File: src/rtl/fc_loader_pkg.sv
// Shared types for the activation loader: FSM state encoding and index width.
// The index is sized from IN so it can never address past the last entry.
package fc_loader_pkg;

  typedef enum logic {
    FILL = 1'b0,
    HOLD = 1'b1
  } state_t;

  function automatic int idx_width(input int n);
    return (n > 2) ? $clog2(n) : 1;
  endfunction

endpackage

File: src/rtl/fc_act_loader_if.sv
// Beat-in / vector-out bundle for fc_act_loader; in_last and err exist only
// when FC_LOADER_LAST_CHECK_EN is defined.
interface fc_act_loader_if #(
  parameter int WIDTH = 8,
  parameter int IN    = 128
);
  logic [WIDTH-1:0] in_data;
  logic             in_valid;
  logic             in_ready;
  logic [WIDTH-1:0] x [0:IN-1];
  logic             x_valid;
  logic             x_ready;
`ifdef FC_LOADER_LAST_CHECK_EN
  logic             in_last;
  logic             err;
`endif

  modport slave (
    input  in_data, in_valid, x_ready,
    output in_ready, x, x_valid
`ifdef FC_LOADER_LAST_CHECK_EN
    , input in_last
    , output err
`endif
  );

  modport master (
    output in_data, in_valid, x_ready,
    input  in_ready, x, x_valid
`ifdef FC_LOADER_LAST_CHECK_EN
    , output in_last
    , input err
`endif
  );

endinterface

File: src/rtl/fc_act_loader.sv
// Collects IN activation beats into a parallel flop vector; x_valid 1 clock after the closing beat,
// input stalled (in_ready=0) while the vector is held. Optional framing check: FC_LOADER_LAST_CHECK_EN.
module fc_act_loader
  import fc_loader_pkg::*;
#(
  parameter int WIDTH = 8,
  parameter int IN    = 128
) (
  input  logic          clk,
  input  logic          rst_n,
  fc_act_loader_if.slave bus
);

  localparam int            IW       = idx_width(IN);
  localparam logic [IW-1:0] LAST_IDX = IW'(IN - 1);

  state_t           state;
  state_t           state_nxt;
  logic [IW-1:0]    idx;
  logic [WIDTH-1:0] x_q [0:IN-1];
  logic             live;
  logic             accept;
  logic             at_last;
  logic             close;
  logic             release_vec;
`ifdef FC_LOADER_LAST_CHECK_EN
  logic             bad_frame;
  logic             err_q;
`endif

  always_comb begin
    state_nxt   = state;
    at_last     = (idx == LAST_IDX);
    accept      = live && (state == FILL) && bus.in_valid;
    release_vec = (state == HOLD) && bus.x_ready;
`ifdef FC_LOADER_LAST_CHECK_EN
    close       = accept && (at_last || bus.in_last);
    bad_frame   = accept && (at_last != bus.in_last);
`else
    close       = accept && at_last;
`endif
    case (state)
      FILL:    if (close) state_nxt = HOLD;
      HOLD:    if (bus.x_ready) state_nxt = FILL;
      default: state_nxt = FILL;
    endcase
  end

  // live holds in_ready low for the reset period and the edge it is released on
  always_ff @(posedge clk or negedge rst_n) begin
    if (!rst_n) begin
      state <= FILL;
      live  <= 1'b0;
    end else begin
      state <= state_nxt;
      live  <= 1'b1;
    end
  end

  always_ff @(posedge clk or negedge rst_n) begin
    if (!rst_n) begin
      idx <= '0;
      for (int i = 0; i < IN; i++) x_q[i] <= '0;
    end else if (release_vec) begin
      idx <= '0;
      for (int i = 0; i < IN; i++) x_q[i] <= '0;
    end else if (accept) begin
      x_q[idx] <= bus.in_data;
      if (!at_last) idx <= idx + 1'b1;
    end
  end

`ifdef FC_LOADER_LAST_CHECK_EN
  always_ff @(posedge clk or negedge rst_n) begin
    if (!rst_n)         err_q <= 1'b0;
    else if (bad_frame) err_q <= 1'b1;
  end
  assign bus.err = err_q;
`endif

  assign bus.in_ready = live && (state == FILL);
  assign bus.x_valid  = (state == HOLD);
  assign bus.x        = x_q;

endmodule

File: src/flat_wrapper.sv
// flat-port wrapper written by rule: the top's interface ports become plain ports
module fc_act_loader_flat import fc_loader_pkg::*;
#(
  parameter int WIDTH = 8,
  parameter int IN    = 128
)
  (clk, rst_n, bus_in_data, bus_in_valid, bus_x_ready, bus_in_ready, bus_x, bus_x_valid);
  fc_act_loader_if #(.WIDTH(WIDTH), .IN(IN)) bus_i ();
  input  logic clk;
  input  logic rst_n;
  input wire logic [$bits(bus_i.in_data)-1:0] bus_in_data;
  input wire logic [$bits(bus_i.in_valid)-1:0] bus_in_valid;
  input wire logic [$bits(bus_i.x_ready)-1:0] bus_x_ready;
  output wire logic [$bits(bus_i.in_ready)-1:0] bus_in_ready;
  output wire logic [$bits(bus_i.x)-1:0] bus_x;
  output wire logic [$bits(bus_i.x_valid)-1:0] bus_x_valid;
  assign bus_i.in_data = bus_in_data;
  assign bus_i.in_valid = bus_in_valid;
  assign bus_i.x_ready = bus_x_ready;
  assign bus_in_ready = bus_i.in_ready;
  assign bus_x = {>>{bus_i.x}};
  assign bus_x_valid = bus_i.x_valid;
  fc_act_loader #(.WIDTH(WIDTH), .IN(IN)) u_core (.clk(clk), .rst_n(rst_n), .bus(bus_i));
endmodule
File: config.mk
export PLATFORM = sky130hd
export DESIGN_NAME = fc_act_loader_flat
export DESIGN_NICKNAME = d
export VERILOG_FILES = /design/src/rtl/fc_loader_pkg.sv /design/src/rtl/fc_act_loader_if.sv /design/src/rtl/fc_act_loader.sv /design/src/flat_wrapper.sv
export SDC_FILE = /design/constraint.sdc
export NUM_CORES = 1
export LEC_CHECK = 0
export ABC_AREA = 1
export CAP_MARGIN = 20
export CORE_AREA = 2 2 406 408
export CTS_BUF_LIST = sky130_fd_sc_hd__clkbuf_8
export CTS_CLUSTER_SIZE = 16
export DETAILED_ROUTE_END_ITERATION = 12
export DIE_AREA = 0 0 408 410
export SYNTH_ARGS = -nofsm -noshare
export SYNTH_HDL_FRONTEND = slang
export SYNTH_SLANG_ARGS = --single-unit
File: constraint.sdc
create_clock -name clk -period 4 [get_ports clk]
set_input_delay 0.8 -clock clk [delete_from_list [all_inputs] [get_ports clk]]
set_output_delay 0.8 -clock clk [all_outputs]
set_load 0.01 [all_outputs]
---- Yosys cells after proc, flatten, opt, wreduce, memory -nomap -nowiden ----
Index checks and enable logic that the tools add are counted.
word-level totals
  word-level logic and storage cells ...... 156
  memories kept ........................... 0
  register bits after elaboration ......... 1033
  memory bits (writable) .................. 0
  output and inout bits ................... 1026
  memory bits (read-only) ................. 0
  input port bits ......................... 12
  bits in latches ......................... 0
operators by class
  divide/modulo/power cells ............... 0
  $lt $le $gt $ge ......................... 2
  shift-type cells ........................ 0
  multiplexer cells ....................... 11
  reduce and logical (&&, ||, !) cells .... 7
  equality and inequality tests ........... 2
  bitwise logic cells ..................... 2
  $add $sub $neg .......................... 1
  multipliers ............................. 0
operators by type and width
  kind                                                        count
  2-to-1 mux 1024 bit                                         2
  bitwise mux 1024 bit                                        1
  demux 8 bit (select 7 bit)                                  1
  2-to-1 mux 7 bit                                            3
  greater-or-equal comparator 8 bit, second input constant    1
  less-than comparator 8 x 1 -> 1 bit, second input constant  1
  2-to-1 mux 8 bit                                            1
  inverter 7 -> 8 bit                                         1
  adder 7 x 1 -> 7 bit, second input constant                 1
  equality test 7 bit, second input constant                  1
  logical AND 1 bit                                           5
  2-to-1 mux 1 bit                                            2
  inequality test 2 bit, second input constant                1
  one-hot mux 1 bit (2 select lines)                          1
  AND reduction 2 bit                                         1
  nonzero test 2 bit                                          1
  inverter 1 bit                                              1

---- Longest topological paths before layout ----
  depth after elaboration ................. 8
  gate-level depth with buffers ........... 10
  mapped depth without buffers ............ 8

---- Worst setup path after synthesis ----
No wires, ideal clock.
  path type ............................... in2reg
  from .................................... input port bus_x_ready
  to ...................................... register u_core.x_q, in the netlist u_core.bus.x[61]
  slack ................................... 2035 ps
  arrival ................................. 1900 ps
  data required time ...................... 3935 ps
  cell stages on the path ................. 7
  setup time .............................. 65 ps
  cell sequence ........................... nand2_1 buf_2 buf_2 buf_2 clkbuf_1 nand3_1 nand2_1
between the ends
  longest elaborated chain between the ends .. 2
ends and longest elaborated chain
  item                                                              line                 source
  start: declaration                                                flat_wrapper.sv:13   input wire logic [$bits(bus_i.x_ready)-1:0] bus_x_ready;
  logical AND 1 bit (*)                                             fc_act_loader.sv:35  release_vec = (state == HOLD) && bus.x_ready;
  2-to-1 mux 1024 bit / nonzero test 2 bit (equally long branches)  --
  end signal: indexed assignment                                    fc_act_loader.sv:68  x_q[idx] <= bus.in_data;
  end: declaration                                                  fc_act_loader.sv:20  logic [WIDTH-1:0] x_q [0:IN-1];
Every way passes the cells marked *; elsewhere a longest branch is shown, timed or not.
A chain may end at the register's enable or synchronous reset.

---- Final worst setup path ----
  from .................................... register u_core.state, in the netlist u_core.bus.x_valid
  to ...................................... output port bus_in_ready
between the ends
  longest elaborated chain between the ends .. 2
ends and longest elaborated chain
  item                      line                 source
  start: declaration        fc_act_loader.sv:17  state_t state;
  start signal: assignment  fc_act_loader.sv:55  state <= state_nxt;
  inverter 1 bit            fc_act_loader.sv:81  assign bus.in_ready = live && (state == FILL);
  logical AND 1 bit         fc_act_loader.sv:81
  end: declaration          flat_wrapper.sv:14   output wire logic [$bits(bus_i.in_ready)-1:0] bus_in_ready;
No other way between the ends.

==> results.toml <==
[yosys]
synthFlopType = "dfrtp_1"
synth_top_cells_by_area = "dfrtp_1 (61%), nand2_1 (18%), nand3_1 (12%), nand3_2 (2.5%), inv_2 (1.2%)"
synth.top_cells.by_count = "nand2_1 (2023), dfrtp_1 (1033), nand3_1 (1021), inv_2 (133), clkbuf_1 (131)"
seq_area_frac_synth_pct = 61.3
yosysUniqueCellTypes = 27
yosys.cell_count.top_type = "nand2_1"
synth_top_cell_area_share_pct = 61.3
ys_async_sr_fraction_pct = 100
syn_nets = 4707
synth_top_area_cell = "dfrtp_1"
netlist_area_um2 = 42200
ys_seq_elements = 1033
syn_area_per_cell_um2 = 8.98
synth_edf_count = 0
yosysWarnings = 0
synthCells = 4694

[min_path]
hp-class = "flip-flop to flip-flop"

[detailed_routing]
route.met3.wl_um = 14500
dr.max_layer_used = "met5"
ant_nets = 0
drtIter0Drc = 3546
drt-met1-wl_um = 76200
routed_via_density = 4.71
routed-wl-met2_um = 86500
num_vias = 38300
route.detailed.drc = 0
wirelength_um = 187000
first_pass_iters = 5
wl_per_cell_um = 23.0

[placement]
io_buffers = 1037
dp_hpwl_um = 129000
dpl.cell_count = 7807
place_congestion = 0.867
placed_cell_area_um2 = 55800

[grt]
grt_pass1_wl_um = 269000
grt_pass1_vias = 37600
grt_max_degree = 216
antenna_found_initial = 9
grt_usage_pct = 21.7
grt_overflow = 0

[critical_path]
path_class = "flip-flop to output pin"
crit_arrival_ps = 2300
reg2reg_from = "u_core.bus.x_valid"
regToRegEndpoint = "u_core.bus.x[336]"
cp-startpoint = "u_core.bus.x_valid"
critical_path_required_ps = 3200
r2r.worst_path.cells = 5
endpoint = "bus_in_ready"
worstPathMaxFanout = 4
cp-end-kind = "output pin"
reg2reg_slack_ps = 1340
startpoint_type = "flip-flop"

[power]
leakagePower_nw = 30.6
power_density_nw_per_um2 = 463
total_power_mw = 27.6
peakVddDrop_mv = 0.336

[job]
drv_cap = 0

[final_layout]
final_cell_area_um2 = 59500
drive_gt1_share_pct = 11.5
area_growth_pct = 41.1
post_layout_nonfiller_instances = 8134
fin_nets = 5815

[clock_tree]
clockBufferDepth = 3
clock-sinks = 1033
post_cts_buffers = 0
cts-root-buf = "clkbuf_8"
clk_pin_slew_ps = 60
insertion_delay_ps = 960
numCtsBuffers = 181
cts_tree = "built"
ctsResizeCount = 0
h-tree-depth = 4

[timing]
finalMaxSlewViolations = 0
min_period_ps = 3100
fin_hold_ws_ps = 471
period_share_pct = 77.4
fmax_mhz = 323
fin_skew_ps = 64.5
worst-slew-pin-transition_ps = 1380
hold_viol_final = 0
slew-limit-headroom_pct = 8.04
grt_setup_unrepaired = "no"
final-setup-viol-count = 0
fin_setup_tns_ps = 0

[die]
rows = 149
coreArea_um2 = 163000
start_util_pct = 25.8
die_w_um = 408
fp.dieArea_um2 = 167000
die_h_um = 410
ios = 1038

[run_status]
status = "completed"
==> power breakdown <==
part	internal (mW)	switching [mW]	leakage (nW)
logic	2.22	3.08	14.2
clock network	5.42	4.76	2.14
registers	11.4	0.652	14.3
total	19.1	8.49	30.6
==> worst min path at each step <==
| stage | startpoint | slack (ps) | to | cells after the start |
|---|---|---|---|---|
| floorplan | rst_n | 500 | u_core.bus.x[0] | 0 |
| global placement | u_core.bus.x[7] | 450 | u_core.bus.x[7] | 2 |
| detailed placement | u_core.bus.x[7] | 460 | u_core.bus.x[7] | 2 |
| CTS | bus_x_ready | 340 | u_core.bus.x_valid | 2 |
| global route | bus_x_ready | 440 | u_core.bus.x_valid | 2 |
| finish | u_core.bus.x[7] | 470 | u_core.bus.x[7] | 2 |
==> logic make-up (layout without fill, tap and decap cells) <==
group / after synthesis / after routing / synth area share (%)
flops: 1033 / 1033 / 61.3
compound gates: 48 / 48 / 0.579
other cells: 1 / 7 / 0.00889
simple gates: 3209 / 3209 / 34.0
buf+inv: 402 / 1647 / 4.05
fa+ha+maj: 1 / 1 / 0.0297
==> per-layer routing <==
metal,global-route usage (%),vias up
met5,0,-
met4,11.3,8
met3,6.03,374
met2,34.2,1729
met1,27.1,18800
li1,-,17400
==> cells in the final DEF (no fill, tap or decap) <==
cell / n
nand3_1: 1021
inv_12: 5
nor2_1: 19
nand2_1: 2022
conb_1: 1
o21ai_0: 43
nand3_4: 14
dfrtp_1: 1033
o21bai_1: 1
nor2_8: 1
bufinv_16: 5
buf_8: 1
nor2_2: 1
clkinv_2: 13
inv_6: 10
nor2_4: 16
a21oi_1: 3
inv_8: 5
buf_4: 91
ha_1: 1
clkdlybuf4s50_1: 1036
clkinv_4: 2
clkinvlp_4: 4
nand2_2: 5
nand2_4: 2
nand3_2: 106
diode_2: 6
clkbuf_8: 225
o22ai_1: 1
inv_2: 132
inv_1: 74
buf_12: 43
nand4_1: 2
dlygate4sd3_1: 1
==> metrics by stage <==
stage	setup WS, ps	utilization, %
after floorplan	2030	-
after global placement	591	34.1
after detailed placement	582	34.1
after CTS	700	36.4
after global routing	708	36.4
final	904	36.4
==> worst max-delay path: stages (launching register included) <==
cell	delay [ps]
dfrtp_1	460
nor2_2	170
clkdlybuf4s50_1	700
==> state kept, by name, summed over array words and instances (netlist names) <==
name and flops:
u_core.bus.x 1024, u_core.idx 7, u_core.bus.x_valid 1, u_core.live 1
==> cell type report <==
class | count | area, um2
antenna | 6 | 15.0
clock buffer | 225 | 3100
clock inverter | 95 | 632
fill | 16600 | 104000
inverter | 155 | 629
multi-input combinational | 3259 | 14600
sequential | 1033 | 25800
tap | 2189 | 2740
timing repair buffer | 1172 | 11900
==> what timing repair did <==
item	in CTS	in global routing
hold endpoints to repair	52	0
endpoints found under the setup margin	0	0
hold buffers	1	0
No activity file was read; power rests on OpenSTA's default activity.
